===== src/rtl/ysyx_lsu_pkg.sv =====
// Shared types and constants for the LSU controller: FSM states, size codes,
// strobe masks and the latched request record.
package ysyx_lsu_pkg;
  localparam int YSYX_W_WIDTH = 32;
  localparam int NUM_LANES    = YSYX_W_WIDTH / 8;

  typedef enum logic [1:0] {IDLE, REQ, WAIT, DONE} lsu_state_t;

  // alu_op[2:0] size/sign codes
  localparam logic [2:0] YSYX_LSU_B  = 3'b000;
  localparam logic [2:0] YSYX_LSU_H  = 3'b001;
  localparam logic [2:0] YSYX_LSU_W  = 3'b010;
  localparam logic [2:0] YSYX_LSU_BU = 3'b100;
  localparam logic [2:0] YSYX_LSU_HU = 3'b101;

  // unshifted byte-strobe masks per access size
  localparam logic [NUM_LANES-1:0] YSYX_LSU_STRB_B = 4'b0001;
  localparam logic [NUM_LANES-1:0] YSYX_LSU_STRB_H = 4'b0011;
  localparam logic [NUM_LANES-1:0] YSYX_LSU_STRB_W = 4'b1111;

  typedef enum logic [1:0] {SZ_B, SZ_H, SZ_W} lsu_size_t;

  // request captured in IDLE and held for the whole transaction
  typedef struct packed {
    logic                    is_load;
    logic [YSYX_W_WIDTH-1:0] addr;
    logic [2:0]              op;
    logic [YSYX_W_WIDTH-1:0] wdata;
  } lsu_req_t;

  // size class from op; unused encodings behave as a full word
  function automatic lsu_size_t lsu_size(input logic [2:0] op);
    case (op[1:0])
      2'b00:   lsu_size = SZ_B;
      2'b01:   lsu_size = SZ_H;
      default: lsu_size = SZ_W;
    endcase
  endfunction
endpackage


===== src/rtl/ysyx_lsu_align.sv =====
// Combinational byte-lane logic: store shift and strobes, load shift and
// sign/zero extension, and misalignment detect.
module ysyx_lsu_align
  import ysyx_lsu_pkg::*;
#(
  parameter int BIT_W = YSYX_W_WIDTH
) (
  input  logic [1:0]           off,
  input  logic [2:0]           op,
  input  logic [BIT_W-1:0]     wdata,
  input  logic [BIT_W-1:0]     rword,
  output logic [BIT_W-1:0]     wdata_sh,
  output logic [NUM_LANES-1:0] wstrb,
  output logic [BIT_W-1:0]     rdata_ext,
  output logic                 misalign
);
  logic [4:0]       sh;
  logic [BIT_W-1:0] rsh;
  lsu_size_t        sz;

  assign sh       = {off, 3'b000};
  assign sz       = lsu_size(op);
  assign wdata_sh = wdata << sh;

  // strobe mask shifted into the addressed lanes; lanes past 3 drop off
  always_comb begin
    wstrb = '0;
    case (sz)
      SZ_B:    wstrb = YSYX_LSU_STRB_B << off;
      SZ_H:    wstrb = YSYX_LSU_STRB_H << off;
      default: wstrb = YSYX_LSU_STRB_W;
    endcase
  end

  // bring the addressed bytes down to bit 0, then extend by op
  always_comb begin
    rsh       = rword >> sh;
    rdata_ext = rsh;
    case (op)
      YSYX_LSU_B:  rdata_ext = {{(BIT_W-8){rsh[7]}}, rsh[7:0]};
      YSYX_LSU_H:  rdata_ext = {{(BIT_W-16){rsh[15]}}, rsh[15:0]};
      YSYX_LSU_BU: rdata_ext = {{(BIT_W-8){1'b0}}, rsh[7:0]};
      YSYX_LSU_HU: rdata_ext = {{(BIT_W-16){1'b0}}, rsh[15:0]};
      default:     rdata_ext = rsh;
    endcase
  end

  // halfword needs even address, word needs 4-byte alignment
  always_comb begin
    misalign = 1'b0;
    case (sz)
      SZ_H:    misalign = off[0];
      SZ_W:    misalign = (off != 2'b00);
      default: misalign = 1'b0;
    endcase
  end
endmodule


===== src/rtl/ysyx_lsu_ctrl.sv =====
// LSU controller: accepts one execute-stage load/store at a time, issues a
// single valid/ready bus transaction and returns a one-cycle response pulse.
// Optional: YSYX_LSU_ALIGN_CHECK_EN short-circuits misaligned H/W accesses
// straight to an error response without touching the bus.
module ysyx_lsu_ctrl
  import ysyx_lsu_pkg::*;
#(
  parameter int BIT_W = YSYX_W_WIDTH
) (
  input  logic             clk,
  input  logic             rst,
  input  logic             lsu_avalid,
  input  logic             ren,
  input  logic             wen,
  input  logic [BIT_W-1:0] addr,
  input  logic [3:0]       alu_op,
  input  logic [BIT_W-1:0] wdata,
  output logic [BIT_W-1:0] lsu_rdata,
  output logic             lsu_exu_rvalid,
  output logic             lsu_exu_wready,
  output logic             lsu_err,
  output logic             bus_avalid,
  output logic             bus_wen,
  output logic [BIT_W-1:0] bus_addr,
  output logic [BIT_W-1:0] bus_wdata,
  output logic [3:0]       bus_wstrb,
  input  logic             bus_aready,
  input  logic             bus_rvalid,
  input  logic [BIT_W-1:0] bus_rdata,
  input  logic             bus_bvalid,
  input  logic             bus_err
);
  lsu_state_t       state_q, state_d;
  lsu_req_t         req_q;
  logic [BIT_W-1:0] rdata_q;
  logic             err_q;

  logic             accept, skip;
  logic [1:0]       al_off;
  logic [2:0]       al_op;
  logic [BIT_W-1:0] al_wdata;
  logic [3:0]       al_wstrb;
  logic [BIT_W-1:0] al_rdata;
  logic             misalign;
  logic             unused_op;

  assign unused_op = alu_op[3];
  assign accept    = lsu_avalid & (ren | wen);

  // in IDLE the aligner checks the incoming request; afterwards it works on
  // the latched one
  assign al_off = (state_q == IDLE) ? addr[1:0]   : req_q.addr[1:0];
  assign al_op  = (state_q == IDLE) ? alu_op[2:0] : req_q.op;

  ysyx_lsu_align #(.BIT_W(BIT_W)) u_align (
    .off       (al_off),
    .op        (al_op),
    .wdata     (req_q.wdata),
    .rword     (bus_rdata),
    .wdata_sh  (al_wdata),
    .wstrb     (al_wstrb),
    .rdata_ext (al_rdata),
    .misalign  (misalign)
  );

`ifdef YSYX_LSU_ALIGN_CHECK_EN
  assign skip = misalign;
`else
  logic unused_misalign;
  assign unused_misalign = misalign;
  assign skip = 1'b0;
`endif

  // state register
  always_ff @(posedge clk or posedge rst) begin
    if (rst) state_q <= IDLE;
    else     state_q <= state_d;
  end

  // request latch, load data and error capture
  always_ff @(posedge clk or posedge rst) begin
    if (rst) begin
      req_q   <= '0;
      rdata_q <= '0;
      err_q   <= 1'b0;
    end else begin
      case (state_q)
        IDLE: if (accept) begin
          req_q <= '{is_load: ren, addr: addr, op: alu_op[2:0], wdata: wdata};
          err_q <= skip;
          if (skip && ren) rdata_q <= '0;
        end
        WAIT: begin
          if (req_q.is_load && bus_rvalid) begin
            rdata_q <= al_rdata;
            err_q   <= bus_err;
          end else if (!req_q.is_load && bus_bvalid) begin
            err_q   <= bus_err;
          end
        end
        default: ;
      endcase
    end
  end

  // next state and bus/response outputs
  always_comb begin
    state_d        = state_q;
    bus_avalid     = 1'b0;
    bus_wen        = 1'b0;
    bus_wdata      = '0;
    bus_wstrb      = '0;
    lsu_exu_rvalid = 1'b0;
    lsu_exu_wready = 1'b0;
    lsu_err        = 1'b0;
    bus_addr       = {req_q.addr[BIT_W-1:2], 2'b00};
    lsu_rdata      = rdata_q;
    case (state_q)
      IDLE: if (accept) state_d = skip ? DONE : REQ;
      REQ: begin
        bus_avalid = 1'b1;
        bus_wen    = ~req_q.is_load;
        if (!req_q.is_load) begin
          bus_wdata = al_wdata;
          bus_wstrb = al_wstrb;
        end
        if (bus_aready) state_d = WAIT;
      end
      WAIT: if (req_q.is_load ? bus_rvalid : bus_bvalid) state_d = DONE;
      DONE: begin
        lsu_exu_rvalid = req_q.is_load;
        lsu_exu_wready = ~req_q.is_load;
        lsu_err        = err_q;
        state_d        = IDLE;
      end
      default: state_d = IDLE;
    endcase
  end
endmodule

===== config.mk =====
export PLATFORM = sky130hd
export DESIGN_NAME = ysyx_lsu_ctrl
export DESIGN_NICKNAME = d
export VERILOG_FILES = /design/src/rtl/ysyx_lsu_pkg.sv /design/src/rtl/ysyx_lsu_align.sv /design/src/rtl/ysyx_lsu_ctrl.sv
export SDC_FILE = /design/constraint.sdc
export NUM_CORES = 1
export LEC_CHECK = 0
export CELL_PAD_IN_SITES_DETAIL_PLACEMENT = 2
export CELL_PAD_IN_SITES_GLOBAL_PLACEMENT = 2
export CORE_MARGIN = 10
export CORE_UTILIZATION = 23
export CTS_CLUSTER_DIAMETER = 40
export DETAILED_ROUTE_END_ITERATION = 12
export PLACE_DENSITY = 0.85
export SLEW_MARGIN = 20
export SYNTH_ARGS = -nofsm -noshare
export SYNTH_HDL_FRONTEND = slang
export SYNTH_SLANG_ARGS = --single-unit

===== constraint.sdc =====
create_clock -name clk -period 3.78 [get_ports clk]
set_clock_uncertainty 0.2 [all_clocks]
set_input_delay 0.756 -clock clk [delete_from_list [all_inputs] [get_ports clk]]
set_output_delay 0.756 -clock clk [all_outputs]
set_load 0.05 [all_outputs]

==> reports/results.txt <==
Final HPWL DP: 17700 um
Pwr Density: 1020 nW/um^2
Clk pwr share: 0.117
Buf+Inv Stages, Crit Path: 3
Most frequent cell after synthesis: nand2_1
Cell accounting for the most synthesized area: dfrtp_1
Clock transition time at the flip-flop clock pins of the worst setup and hold paths: 0.08 ns
Worst skew pair latency: 0.36 ns
Worst slew pin tran: 0.612 ns
Endpoints failing hold: 0
Sequential share of the synthesized area: 0.466
RSZ-0062 raised after global routing: no
Initial Utilization: 0.235
NetSw: 4410 uW
Total Routed Length: 22900 um
Global route overflow: 0
Most frequent cells after synthesis: nand2_1, dfrtp_1, mux2_2, nor2_1
Syn avg cell area: 9.87 um^2
GR Util met3: 0.0394
DR pass1 iterations: 4
CP Launch Type: register
CP max stage delay: 0.43 ns
GRT Util Overall: 0.146
Worst Setup End Kind: output pin
Post-Route Utilization: 0.365
Endpoints failing setup: 0
Switching share of power: 0.504
Initial antenna violation count: 5
Post-Synthesis Cells: 560
Synth async-reset ratio: 1.00
Yosys cell types: 40
Critical path fanouts, max: 15
Yosys warning total: 0
Clock root cell: clkbuf_16
CP required: 2.82 ns
DRC Markers: 0
Clock Tree Buf Depth: 2
Vias in the first global route: 5508
GP Congestion: 0.773
Met1 usage: 0.168
Peak supply drop: 375 uV
Cell-internal power: 4340 uW
Status: completed
Final hold slack: 0.281 ns
Placeable Area: 23500 um^2
Grt met2 use: 0.250
Hold_buf cts: 0
DIE HEIGHT: 175 um
Min cycle time layout: 3.57 ns
Max Slew Vio Count: 0
Layout area overhead: 55.4%
Worst setup path class: register to output pin
Ys flop type: dfrtp_1
Worst path top cell family by delay: buffers and inverters
Initial DRC Count: 206
Total CTS buffers: 9
Post-CTS Repair Setup Buffers: 0
Top cells by area, synth: dfrtp_1, mux2_2, nand2_1
CTS tree: yes
Critical-path top delay cell: mux2_4
Worst rel slew slack: 0.592
Port bufs: 210
Final critical-path share of the clock period: 0.945
Flops & latches, synth: 103
Setup TNS: 0 ns
Htree depth: 3
Drt wl/cell: 21.6 um
Full die area: 30600 um^2
EDFF count, synth: 0
Sequential share of power: 0.236
Final ANT Viol Nets: 0
Die Width: 175 um
Yosys top cell area share: 0.466
Largest net degree at the start of global routing: 53
I/O pin count: 214
Ratio of cells with drive above 1 in the final layout: 0.215
Pleak: 0.00359 uW
Total number of vias: 4853
HP Class: register to register
Crit path arrival time: 2.62 ns
Fmax: 280 MHz
Combinational Power Share: 0.647
Vias per Instance: 4.56
CTS sink count: 103
Syn Std Cell Area: 5530 um^2
Rows: 56
Final Net Count: 848
Busiest grt layer: met2
Max Cap Violations: 0
First-pass GRT wire length: 34800 um
Critical-path cell list: inv_1 > ha_4 > buf_4 > mux2_4 > or2_2 > nand2_1 > a21oi_1 > buf_12
==> cells in the final DEF, fill, tap and decap left out, types with 2 or more instances in the layout <==
cell type / count
and2_1: 2
a22oi_1: 11
o2bb2ai_1: 7
diode_2: 6
o211ai_1: 2
nand3_1: 15
a311oi_2: 8
ha_1: 4
nor2b_1: 2
nand2b_1: 14
buf_4: 15
buf_12: 40
and3_1: 9
a31oi_1: 8
nand2_1: 108
nor2_1: 46
mux2i_4: 2
mux2_2: 69
a22o_1: 2
mux2i_1: 18
o21ai_0: 7
clkbuf_16: 9
inv_1: 5
conb_1: 2
a21oi_1: 35
clkdlybuf4s50_1: 173
dfrtp_1: 103
inv_6: 2
==> worst min-delay path, delay by kind of cell, from the launching register on <==
family        cells  cell delay (ns)
flops             1             0.35
simple gates      2             0.10
==> through the flow <==
| stage | power, uW | area [um^2] | worst slack [ns] | std cells |
|---|---|---|---|---|
| 3_5_place_dp | 7800 | 8240 | 0.243 | 1042 |
| 4_1_cts | 8870 | 8560 | 0.0701 | 1058 |
| 3_3_place_gp | 7620 | 8240 | 0.262 | 1042 |
| 6_report | 8760 | 8590 | 0.206 | 1064 |
| 2_1_floorplan | 5830 | 5580 | 0.120 | 561 |
| 5_1_grt | 9290 | 8580 | 0.0392 | 1061 |
==> worst paths after layout <==
path,from,end,slack [ns],cells past startpoint
max,state_q[0],bus_wstrb[3],0.21,8
min,lsu_rdata[7],lsu_rdata[7],0.28,2
max reg2reg,state_q[0],lsu_rdata[21],0.73,8
min reg2reg,lsu_rdata[7],lsu_rdata[7],0.28,2
max in group asynchronous,rst,bus_addr[10],2.02,3
min in group asynchronous,rst,req_q[13],0.60,2
==> power by group through the flow <==
stage | logic (uW) | registers (uW) | clock network (uW)
6_report | 5670 | 2060 | 1020
5_1_grt | 6040 | 2150 | 1100
4_1_cts | 5740 | 2070 | 1060
3_5_place_dp | 5710 | 2090 | 0
3_3_place_gp | 5570 | 2050 | 0
2_1_floorplan | 3280 | 2550 | 0
==> flip-flops by register name, indices dropped and copies added, names as in the netlist <==
name	flops
bus_addr	30
err_q	1
lsu_rdata	32
req_q	38
state_q	2
==> cell type report <==
| cell class | count | area [um^2] |
|---|---|---|
| sequential | 103 | 2580 |
| multi-input combinational | 386 | 2610 |
| inverter | 6 | 25.0 |
| antenna | 6 | 15.0 |
| tap | 319 | 399 |
| clock inverter | 7 | 91.3 |
| clock buffer | 9 | 225 |
| fill | 2568 | 15000 |
| timing repair buffer | 228 | 2650 |
==> cell families (layout without fill, tap and decap cells) <==
group / after synthesis / after routing / synth area share
AO/OA/AOI/OAI: 88 / 88 / 0.109
adder cells (fa/ha/maj): 5 / 5 / 0.0113
buffers and inverters: 72 / 250 / 0.0781
flip-flops: 103 / 103 / 0.466
multiplexers: 90 / 90 / 0.180
other: 1 / 8 / 0.000678
AND/OR/NAND/NOR: 201 / 201 / 0.155
==> what timing repair did <==
item	CTS	global route
pin swaps	0	0
gates resized for setup	1	2
setup endpoints to repair	8	2
==> layer usage <==
| layer | up-vias | wire, um |
|---|---|---|
| li1 | 2242 | - |
| met1 | 2453 | 9470 |
| met2 | 127 | 11600 |
| met3 | 29 | 1240 |
| met4 | 2 | 643 |
| met5 | - | 17 |
(Power assumes the default switching activity.)
